[src/rtl/program_loader.sv]
// Boot loader: assembles a big-endian byte stream into 32-bit words,
// writes them to consecutive memory words, then releases the core.
//
// Ports:
//   clk, reset                : clock, async active-high reset
//   start, word_count         : begin a load of word_count words
//   byte_in/valid/ready       : byte stream handshake
//   mem_addr, mem_wd, mem_we  : memory write port
//   cpu_reset, busy, done     : core hold and load status
module program_loader #(
  parameter int DATA_WIDTH = 32,
  parameter int ADDR_WIDTH = 32,
  parameter int ADDR_SIZE  = 8
) (
  input  logic                  clk,
  input  logic                  reset,
  input  logic                  start,
  input  logic [ADDR_SIZE:0]    word_count,
  input  logic [7:0]            byte_in,
  input  logic                  byte_valid,
  output logic                  byte_ready,
  output logic [ADDR_WIDTH-1:0] mem_addr,
  output logic [DATA_WIDTH-1:0] mem_wd,
  output logic                  mem_we,
  output logic                  cpu_reset,
  output logic                  busy,
  output logic                  done
);

  typedef enum logic [1:0] {
    IDLE,
    RECV,
    WRITE,
    DONE
  } state_t;

  state_t state_q;
  state_t state_d;

  logic [ADDR_SIZE:0]    count_q;
  logic [ADDR_SIZE:0]    word_idx;
  logic [1:0]            byte_cnt;
  logic [DATA_WIDTH-1:0] wd_q;

  logic take;
  logic accept;
  logic last_word;

  assign take   = start &&
                  ((state_q == IDLE) || (state_q == DONE));
  assign accept = byte_valid && (state_q == RECV);

  // word_idx is one bit wider than the address so a full-depth
  // load finishes at the top index instead of wrapping.
  assign last_word = (word_idx ==
    (count_q - {{ADDR_SIZE{1'b0}}, 1'b1}));

  always_comb begin
    state_d = state_q;
    unique case (state_q)
      IDLE, DONE: begin
        if (start) begin
          if (word_count == '0) state_d = DONE;
          else                  state_d = RECV;
        end
      end
      RECV: begin
        if (accept && (byte_cnt == 2'd3)) state_d = WRITE;
      end
      WRITE: begin
        if (last_word) state_d = DONE;
        else           state_d = RECV;
      end
    endcase
  end

  always_ff @(posedge clk or posedge reset) begin
    if (reset) begin
      state_q  <= IDLE;
      count_q  <= '0;
      word_idx <= '0;
      byte_cnt <= '0;
      wd_q     <= '0;
    end else begin
      state_q <= state_d;
      if (take) begin
        count_q  <= word_count;
        word_idx <= '0;
        byte_cnt <= '0;
      end
      if (accept) begin
        wd_q     <= {wd_q[DATA_WIDTH-9:0], byte_in};
        byte_cnt <= byte_cnt + 2'd1;
      end
      if ((state_q == WRITE) && !last_word) begin
        word_idx <= word_idx + 1'b1;
      end
    end
  end

  assign byte_ready = (state_q == RECV);
  assign mem_we     = (state_q == WRITE);
  assign mem_addr   = ADDR_WIDTH'(word_idx);
  assign mem_wd     = wd_q;
  assign cpu_reset  = (state_q != DONE);
  assign busy       = (state_q == RECV) || (state_q == WRITE);
  assign done       = (state_q == DONE);

endmodule
[config.mk]
export PLATFORM = sky130hd
export DESIGN_NAME = program_loader
export DESIGN_NICKNAME = d
export VERILOG_FILES = /design/src/rtl/program_loader.sv
export SDC_FILE = /design/constraint.sdc
export NUM_CORES = 1
export LEC_CHECK = 0
export BUFFER_PORTS_ARGS = -buffer_cell sky130_fd_sc_hd__buf_2
export CORE_MARGIN = 2
export CORE_UTILIZATION = 51
export DETAILED_ROUTE_END_ITERATION = 10
export PLACE_DENSITY = 0.8
export SLEW_MARGIN = 20
export SYNTH_ARGS = -nofsm -noshare
export SYNTH_HDL_FRONTEND = slang
export SYNTH_SLANG_ARGS = --single-unit
[constraint.sdc]
create_clock -name clk -period 3.2 [get_ports clk]
set_clock_uncertainty 0.05 [all_clocks]
set_input_delay 0 -clock clk [delete_from_list [all_inputs] [get_ports clk]]
set_output_delay 0 -clock clk [all_outputs]
set_load 0.02 [all_outputs]
==> results of run 1 <==
## sequential cells by signal, indices dropped and copies added (netlist names)
name      cells
state_q       2
word_idx      9
mem_wd       32
byte_cnt      2
count_q       9
## layout make-up
class                           count  area [µm²]
Clock buffer                        6       82.58
Clock inverter                      2       60.06
Fill cell                         460        1946
Inverter                           16       61.31
Multi-Input combinational cell    168        1286
Sequential cell                    54        1351
Tap cell                           72       90.09
Timing Repair Buffer               86       528.0
## final timing paths
kind                            start          end  slack (ps)
max reg2reg                count_q[0]  word_idx[8]         480
min in group asynchronous       reset  word_idx[3]         360
min reg2reg                mem_wd[27]   mem_wd[27]         460
min                             start   state_q[0]         110
max in group asynchronous       reset   state_q[1]        2190
max                        count_q[0]  word_idx[8]         480
## routing by layer
metal  global-route usage [%]  routed length [µm]  vias to the layer above
met5                        0                   0                        -
li1                         -                   -                      976
met4                    5.965                  85                        0
met1                    22.36                2260                      956
met3                    6.092                 448                       10
met2                    33.36                2734                       82
## cell usage after synthesis, drive strengths merged (2+ instances only)
cell | count | area (µm²)
nor2 | 10 | 37.54
nor2b | 2 | 12.51
mux2 | 41 | 461.7
xnor2 | 14 | 130.1
nor4 | 2 | 27.53
dfrtp | 54 | 1351
inv | 16 | 60.06
nand4 | 2 | 12.51
nor3 | 4 | 20.02
o21ai | 8 | 40.04
mux2i | 5 | 50.05
buf | 24 | 177.7
or4 | 2 | 15.01
nand3 | 7 | 40.04
and3 | 2 | 12.51
nand2b | 2 | 12.51
a31oi | 5 | 31.28
o22ai | 5 | 31.28
clkbuf | 6 | 23.77
ha | 7 | 87.58
nand2 | 11 | 41.29
and2 | 4 | 25.02
## metrics by stage
stage          total power [µW]  instances  worst slack (ps)  area (µm²)
2_1_floorplan              2495        268             819.4        2899
3_3_place_gp               2865        377             742.6        3126
3_5_place_dp               2935        377             569.4        3126
4_1_cts                    3508        404             539.7        3458
5_1_grt                    3716        404             302.4        3460
6_report                   3473        404             475.8        3460
## kinds of logic (layout without fill, tap and decap cells)
logic type | after synthesis | in the layout | synth area share, %
flops | 54 | 54 | 47.98
fa+ha+maj | 7 | 7 | 3.110
xor+xnor | 15 | 15 | 4.931
simple gates | 51 | 51 | 10.08
other cells | 1 | 23 | 0.1331
compound gates | 26 | 26 | 6.309
buf+inv | 46 | 110 | 9.285
mux | 46 | 46 | 18.17
## critical path, cell delays in order (launching register included)
cell and delay [ps]:
dfrtp_1 460, inv_1 70, ha_1 320, o21bai_1 200, a2111oi_0 530, a311oi_1 130, a2bb2o_4 260, nor2_1 380
mux2i_1 250
## report_power, final
| part | leakage, µW | switching [µW] | internal [µW] | total [µW] |
|---|---|---|---|---|
| logic | 0.000931 | 905 | 754 | 1660 |
| clock network | 0.0000714 | 211 | 333 | 544 |
| registers | 0.000659 | 277 | 993 | 1270 |
==> results.toml, run 1 <==
[logic_synthesis]
yosysUniqueCellTypes = 41
ys_seq_elements = 54
synth.avg_cell_area_um2 = 11.45
synthCells = 246
ys.flop_type = "dfrtp_1"
yosysWarnings = 0
syn_area_um2 = 2816
async_flop_share_pct = 100.0
yosysSeqAreaShare_pct = 47.98
synth_edf_count = 0

[layout]
nNetsFinal = 359
final_common_cell = "buf_2"
antennaDiodeCount = 0
drive_above_1_share_pct = 36.75
area_growth_pct = 22.83
final_util_pct = 64.00
layout_common_cells = "buf_2, dfrtp_1, mux2_2, conb_1, dlygate4sd3_1"

[hold_path]
worstHoldPathCells = 4
hp-class = "in2reg"

[clock_network]
clockBufferDepth = 2
cts_resized = 0
cts-root-buf = "clkbuf_8"
postCtsHoldBufs = 19
clk_pin_slew_ps = 90
numCtsBuffers = 5
cts.sinks = 54
clk_latency_ps = 300
cts_tree = "done"
cts-htree-levels = 2
cts_setup_buffers = 0

[placement]
portBuffers = 66
gp_congestion = 0.8861
dp_hpwl_um = 3829

[global_route]
antenna_found_initial = 0
grt_pass1_vias = 2011
grt_max_degree = 55
overflow = 0
grt_pass1_wl_um = 9211
grt_usage_pct = 19.08

[critical_path]
path_class = "reg2reg"
r2r_cells = 8
cp_data_arrival_time_ps = 2900
startpoint_type = "register"
worst_setup_path_end_kind = "register"
worstPathRequired_ps = 3380
worstPathMaxFanout = 9

[timing]
tightest_slew_ps = 919.4
timing.hold.ws_ps = 108.0
hold_violations = 0
relSlewSlack_pct = 38.63
drv_slew = 0
period_share_pct = 85.13
fin_crit_ps = 2724
fmax_mhz = 367.1
fin_tns_setup_ps = 0
setup_viol = 0
rsz0062_at_grt = "no"

[route]
dr.first_iter.drc_count = 114
first_pass_iters = 4
avgViaCountPerCell = 5.010
wl_per_cell_um = 13.68
wl_um = 5528
drc = 0
vias = 2024
antenna_left = 0

[power_and_ir_drop]
p_leak_uw = 0.001661
irDropWorstVdd_mv = 0.5569
p_per_area_nw_per_um2 = 1004

[floorplanning]
die_h_um = 78.32
core-area_um2 = 5405
dieArea_um2 = 6133
die_w_um = 78.32
initial_core_util_pct = 52.11
boundaryPins = 90
placementRows = 27

[flow_run]
maxCapViolations = 0

[outcome]
status = "completed"
Power figures use the tool's default switching activity.
==> run 2: changes to the inputs <==
- GPL_TIMING_DRIVEN: unset -> 0
==> run 2 against run 1 <==
Net effect: final area increased by 5.2%; power decreased by 1.6%; via count increased by 2.3%; fmax increased by 2.7%; non-clock buffer count increased by 30; final cell count increased by 7.4%; flip-flop and latch count unchanged; clock power decreased by 18%; critical path type unchanged.
==> results.toml, run 2 (synthesized netlist as in run 1, its figures left out) <==
[critical_path]
path_class = "reg2reg"
cp_data_arrival_time_ps = 2820
r2r_cells = 10
slowest_stage = "a2111oi_0"
cp_cell_sequence = "clkbuf_2 > inv_1 > ha_1 > buf_2 > o21bai_1 > a2111oi_0 > a311oi_1 > a2bb2o_4 > nor2_1 > mux2i_1"
rrSetupSlack_ps = 550
crit_path_max_incr_delay_ps = 390
regToRegEndpoint = "word_idx[1]"
worstPathMaxFanout = 9
worst_setup_path_end_kind = "register"
crit_family = "compound AO/OA/AOI/OAI gates"
startpoint_type = "register"
reg2reg_from = "count_q[0]"
cp.buffers_inverters = 3
worstPathRequired_ps = 3370

[hold_path]
hp-class = "in2reg"
min_to = "state_q[0]"
worstHoldPathCells = 4
min_from = "start"

[timing]
fin_crit_ps = 2653
relSlewSlack_pct = 61.72
period_share_pct = 82.91
setup_viol = 0
tightest_slew_ps = 574.3
fin_tns_setup_ps = 0
rsz0062_at_grt = "no"
drv_slew = 0
fmax_mhz = 376.9
hold_violations = 0

[power_and_ir_drop]
p_per_area_nw_per_um2 = 938.8
irDropWorstVdd_mv = 0.5636
p_leak_uw = 0.001787

[placement]
dp_hpwl_um = 4207
gp_congestion = 0.8676
portBuffers = 66
placed_cell_area_um2 = 3339

[layout]
largest_reg_flops = 32
nNetsFinal = 389
antennaDiodeCount = 0
fill_cells = 442
final_common_cell = "buf_2"
area_growth_pct = 29.23
design_area_um2 = 3640
layout_common_cells = "buf_2, dfrtp_1, mux2_2, buf_4, conb_1"
drive_above_1_share_pct = 40.33

[clock_network]
cts.sinks = 54
clk_latency_ps = 300
clockBufferDepth = 2
clk_pin_slew_ps = 90
cts-htree-levels = 2
numCtsBuffers = 5
cts_tree = "done"
cts_resized = 0
cts-root-buf = "clkbuf_8"

[global_route]
grt_usage_pct = 19.04
antenna_found_initial = 0
grt_max_degree = 33
overflow = 0
grt_pass1_wl_um = 9287
grt_pass1_vias = 2027

[flow_run]
maxCapViolations = 0

[route]
drc = 0
first_pass_iters = 4
avgViaCountPerCell = 4.772
wl_um = 5554
dr.first_iter.drc_count = 69
vias = 2071
wl_per_cell_um = 12.80
antenna_left = 0

[floorplanning]
core-area_um2 = 5405
placementRows = 27
initial_core_util_pct = 52.11
dieArea_um2 = 6133
boundaryPins = 90
die_w_um = 78.32
die_h_um = 78.32

[outcome]
status = "completed"
==> run 2: changes by cell type in the layout (fill, tap and decap cells not counted), sizes merged <==
| cell | change |
|---|---|
| buf | +24 |
| clkbuf | +6 |
| bufinv | -1 |
| clkinv | -1 |
| clkinvlp | +1 |
| inv | +1 |
==> run 2: layer usage <==
layer | GRT usage, % | up-vias | share of wire [%]
met1 | 23.58 | 973 | 43
met2 | 33.45 | 66 | 50
li1 | - | 1027 | -
met5 | 0 | - | 0
met3 | 4.943 | 5 | 6.2
met4 | 4.386 | 0 | 0.72
==> run 2: repair_timing <==
action / 4_1_cts / 5_1_grt
hold buffers: 19 / 0
hold endpoints to repair: 40 / 0
buffers inserted: 0 / 0
==> run 2: report_power, final <==
group          internal, µW  leakage (µW)  total [µW]  switching (µW)
Sequential              992      0.000659        1260             265
Clock                   234     0.0000514         445             212
Combinational           781       0.00108        1710             933
==> run 2: per-stage QoR <==
stage	total power, µW	hold slack (ps)	cells	utilization [%]	setup WS [ps]
finish	3417	105.0	434	67.34	546.7
global route	3671	128.7	434	67.34	387.9
CTS	3455	83.67	434	67.34	541.6
detailed placement	2982	9.179	407	61.78	547.0
global placement	2910	179.8	406	61.41	614.5
floorplan	2495	90.83	268	-	819.4
==> run 2: worst max path at each step <==
stage,startpoint,endpoint,slack [ps],depth (start not counted)
4_1_cts,count_q[0],word_idx[1],540,10
6_report,count_q[0],word_idx[1],550,10
5_1_grt,count_q[0],word_idx[1],390,10
2_1_floorplan,count_q[0],word_idx[3],820,10
3_3_place_gp,count_q[0],word_idx[7],610,10
3_5_place_dp,count_q[0],word_idx[1],550,10
==> run 2: worst register-to-register path: stages, from the launching register on <==
cell and delay, ps:
dfrtp_1 330, clkbuf_2 180, inv_1 60, ha_1 180, buf_2 170, o21bai_1 170
a2111oi_0 390, a311oi_1 140, a2bb2o_4 260, nor2_1 390, mux2i_1 250
==> run 2: area by class of cell <==
class,count,area (µm²),share of cell area [%]
Clock buffer,6,72.57,1.994
Clock inverter,2,37.54,1.031
Buffer,30,201.4,5.535
Timing Repair Buffer,86,540.5,14.85
Tap cell,72,90.09,2.475
Multi-Input combinational cell,168,1286,35.34
Sequential cell,54,1351,37.13
Inverter,16,60.06,1.650
==> run 3: changes to the inputs <==
- clock period: 3.2 -> 2.5 ns (I/O delays scaled with it)
==> run 3 against run 2 <==
Net effect: flip-flop and latch count stayed put; setup slack worse by 470 ps; hold slack worse by 2.1 ps; critical endpoint is now word_idx[2].
==> results.toml, run 3 (synthesized netlist as in run 1, its figures left out) <==
[placement]
portBuffers = 66
gp_congestion = 0.8676
dp_hpwl_um = 4207

[floorplanning]
dieArea_um2 = 6133
boundaryPins = 90
placementRows = 27
core-area_um2 = 5405
die_w_um = 78.32
die_h_um = 78.32
initial_core_util_pct = 52.11

[route]
drc = 0
wl_um = 5637
dr.first_iter.drc_count = 77
first_pass_iters = 4
antenna_left = 0
vias = 2093
wl_per_cell_um = 12.99
avgViaCountPerCell = 4.823

[layout]
final_util_pct = 68.08
antennaDiodeCount = 0
final_common_cell = "buf_2"
nNetsFinal = 389
layout_common_cells = "buf_2, dfrtp_1, mux2_2, buf_4, conb_1"
area_growth_pct = 30.65
fill_cells = 429
drive_above_1_share_pct = 41.99
largest_reg_flops = 32

[global_route]
overflow = 0
grt_usage_pct = 19.17
grt_use_met2_pct = 33.79
met3_usage_pct = 4.943
grt_use_met1_pct = 23.96
grt_pass1_vias = 2031
grt_max_degree = 33
top_usage_layer = "met2"
grt_pass1_wl_um = 9342
antenna_found_initial = 0

[critical_path]
crit_end = "word_idx[2]"
cp_data_arrival_time_ps = 2600
startpoint_type = "register"
worstPathMaxFanout = 9
slowest_stage = "a2111oi_2"
reg2reg_from = "count_q[0]"
crit_path_max_incr_delay_ps = 420
r2r_cells = 9
rrSetupSlack_ps = 70
path_class = "reg2reg"
worstPathRequired_ps = 2670
regToRegEndpoint = "word_idx[2]"
crit_start = "count_q[0]"
worst_setup_path_end_kind = "register"
cp_cell_sequence = "buf_4 > inv_1 > ha_4 > o21bai_1 > a2111oi_2 > a311oi_2 > a2bb2o_4 > or3b_4 > o21ai_1"

[clock_network]
cts-root-buf = "clkbuf_8"
cts_tree = "done"
clk_latency_ps = 300
clockBufferDepth = 2
cts.sinks = 54
numCtsBuffers = 5
clk_pin_slew_ps = 90
cts-htree-levels = 2

[timing]
tightest_slew_ps = 599.8
hold_violations = 0
setup_viol = 0
drv_slew = 0
relSlewSlack_pct = 59.83
fin_tns_setup_ps = 0
fmax_mhz = 412.2
fin_crit_ps = 2426
period_share_pct = 97.04
timing.hold.ws_ps = 102.9

[outcome]
status = "completed"

[power_and_ir_drop]
p_per_area_nw_per_um2 = 1212
p_leak_uw = 0.001791
irDropWorstVdd_mv = 0.7226

[hold_path]
hp-class = "in2reg"

[flow_run]
maxCapViolations = 0
run 3: worst min path at each step:
stage | startpoint | end | slack, ps | cells after the start
global placement | byte_in[5] | mem_wd[5] | 180 | 2
detailed placement | reset | word_idx[0] | 9 | 2
CTS | start | state_q[0] | 80 | 4
finish | start | state_q[0] | 100 | 4
floorplan | byte_valid | byte_cnt[1] | 90 | 2
global route | start | state_q[1] | 130 | 4
run 3: layout make-up:
| class | instances | area (µm²) | area share, % |
|---|---|---|---|
| flip-flops and latches | 54 | 1353 | 36.76 |
| repair buffers | 87 | 548.0 | 14.89 |
| well taps | 72 | 90.09 | 2.448 |
| inverters | 16 | 60.06 | 1.632 |
| clock inverters | 2 | 37.54 | 1.020 |
| clock buffers | 6 | 72.57 | 1.972 |
| plain buffers | 29 | 198.9 | 5.406 |
| multi-input cells | 168 | 1320 | 35.87 |
run 3: per-layer routing:
metal | routed length (µm) | part of all wire [%]
met4 | 34 | 0.60
met2 | 2849 | 51
met3 | 394 | 7.0
met5 | 0 | 0
met1 | 2360 | 42
run 3: through the flow:
stage	cells	power, µW	area [µm²]	worst slack (ps)
finish	434	4459	3680	74.10
global route	434	4785	3680	-21.81
detailed placement	407	3817	3339	-153.0
global placement	406	3725	3319	-85.52
floorplan	268	3193	2899	119.4
CTS	434	4449	3651	75.65
run 3: repair_timing:
| action | CTS | global route |
|---|---|---|
| gates resized for setup | 4 | 6 |
| pin swaps | 3 | 3 |
| gates cloned | 0 | 0 |
| endpoints found under the hold margin | 40 | 0 |
| endpoints found under the setup margin | 9 | 4 |
| hold buffers | 19 | 0 |
| setup buffers | 1 | 0 |
run 3: where the power goes:
part / internal, µW / switching, µW
registers: 1270 / 341
clock network: 299 / 274
logic: 1050 / 1230
run 3: worst max-delay path: cells and delay by family, from the launching register on:
kind,cells,cell delay (ps)
compound gates,5,1130
fa+ha+maj,1,200
simple gates,1,420
flops,1,340
buf+inv,2,210
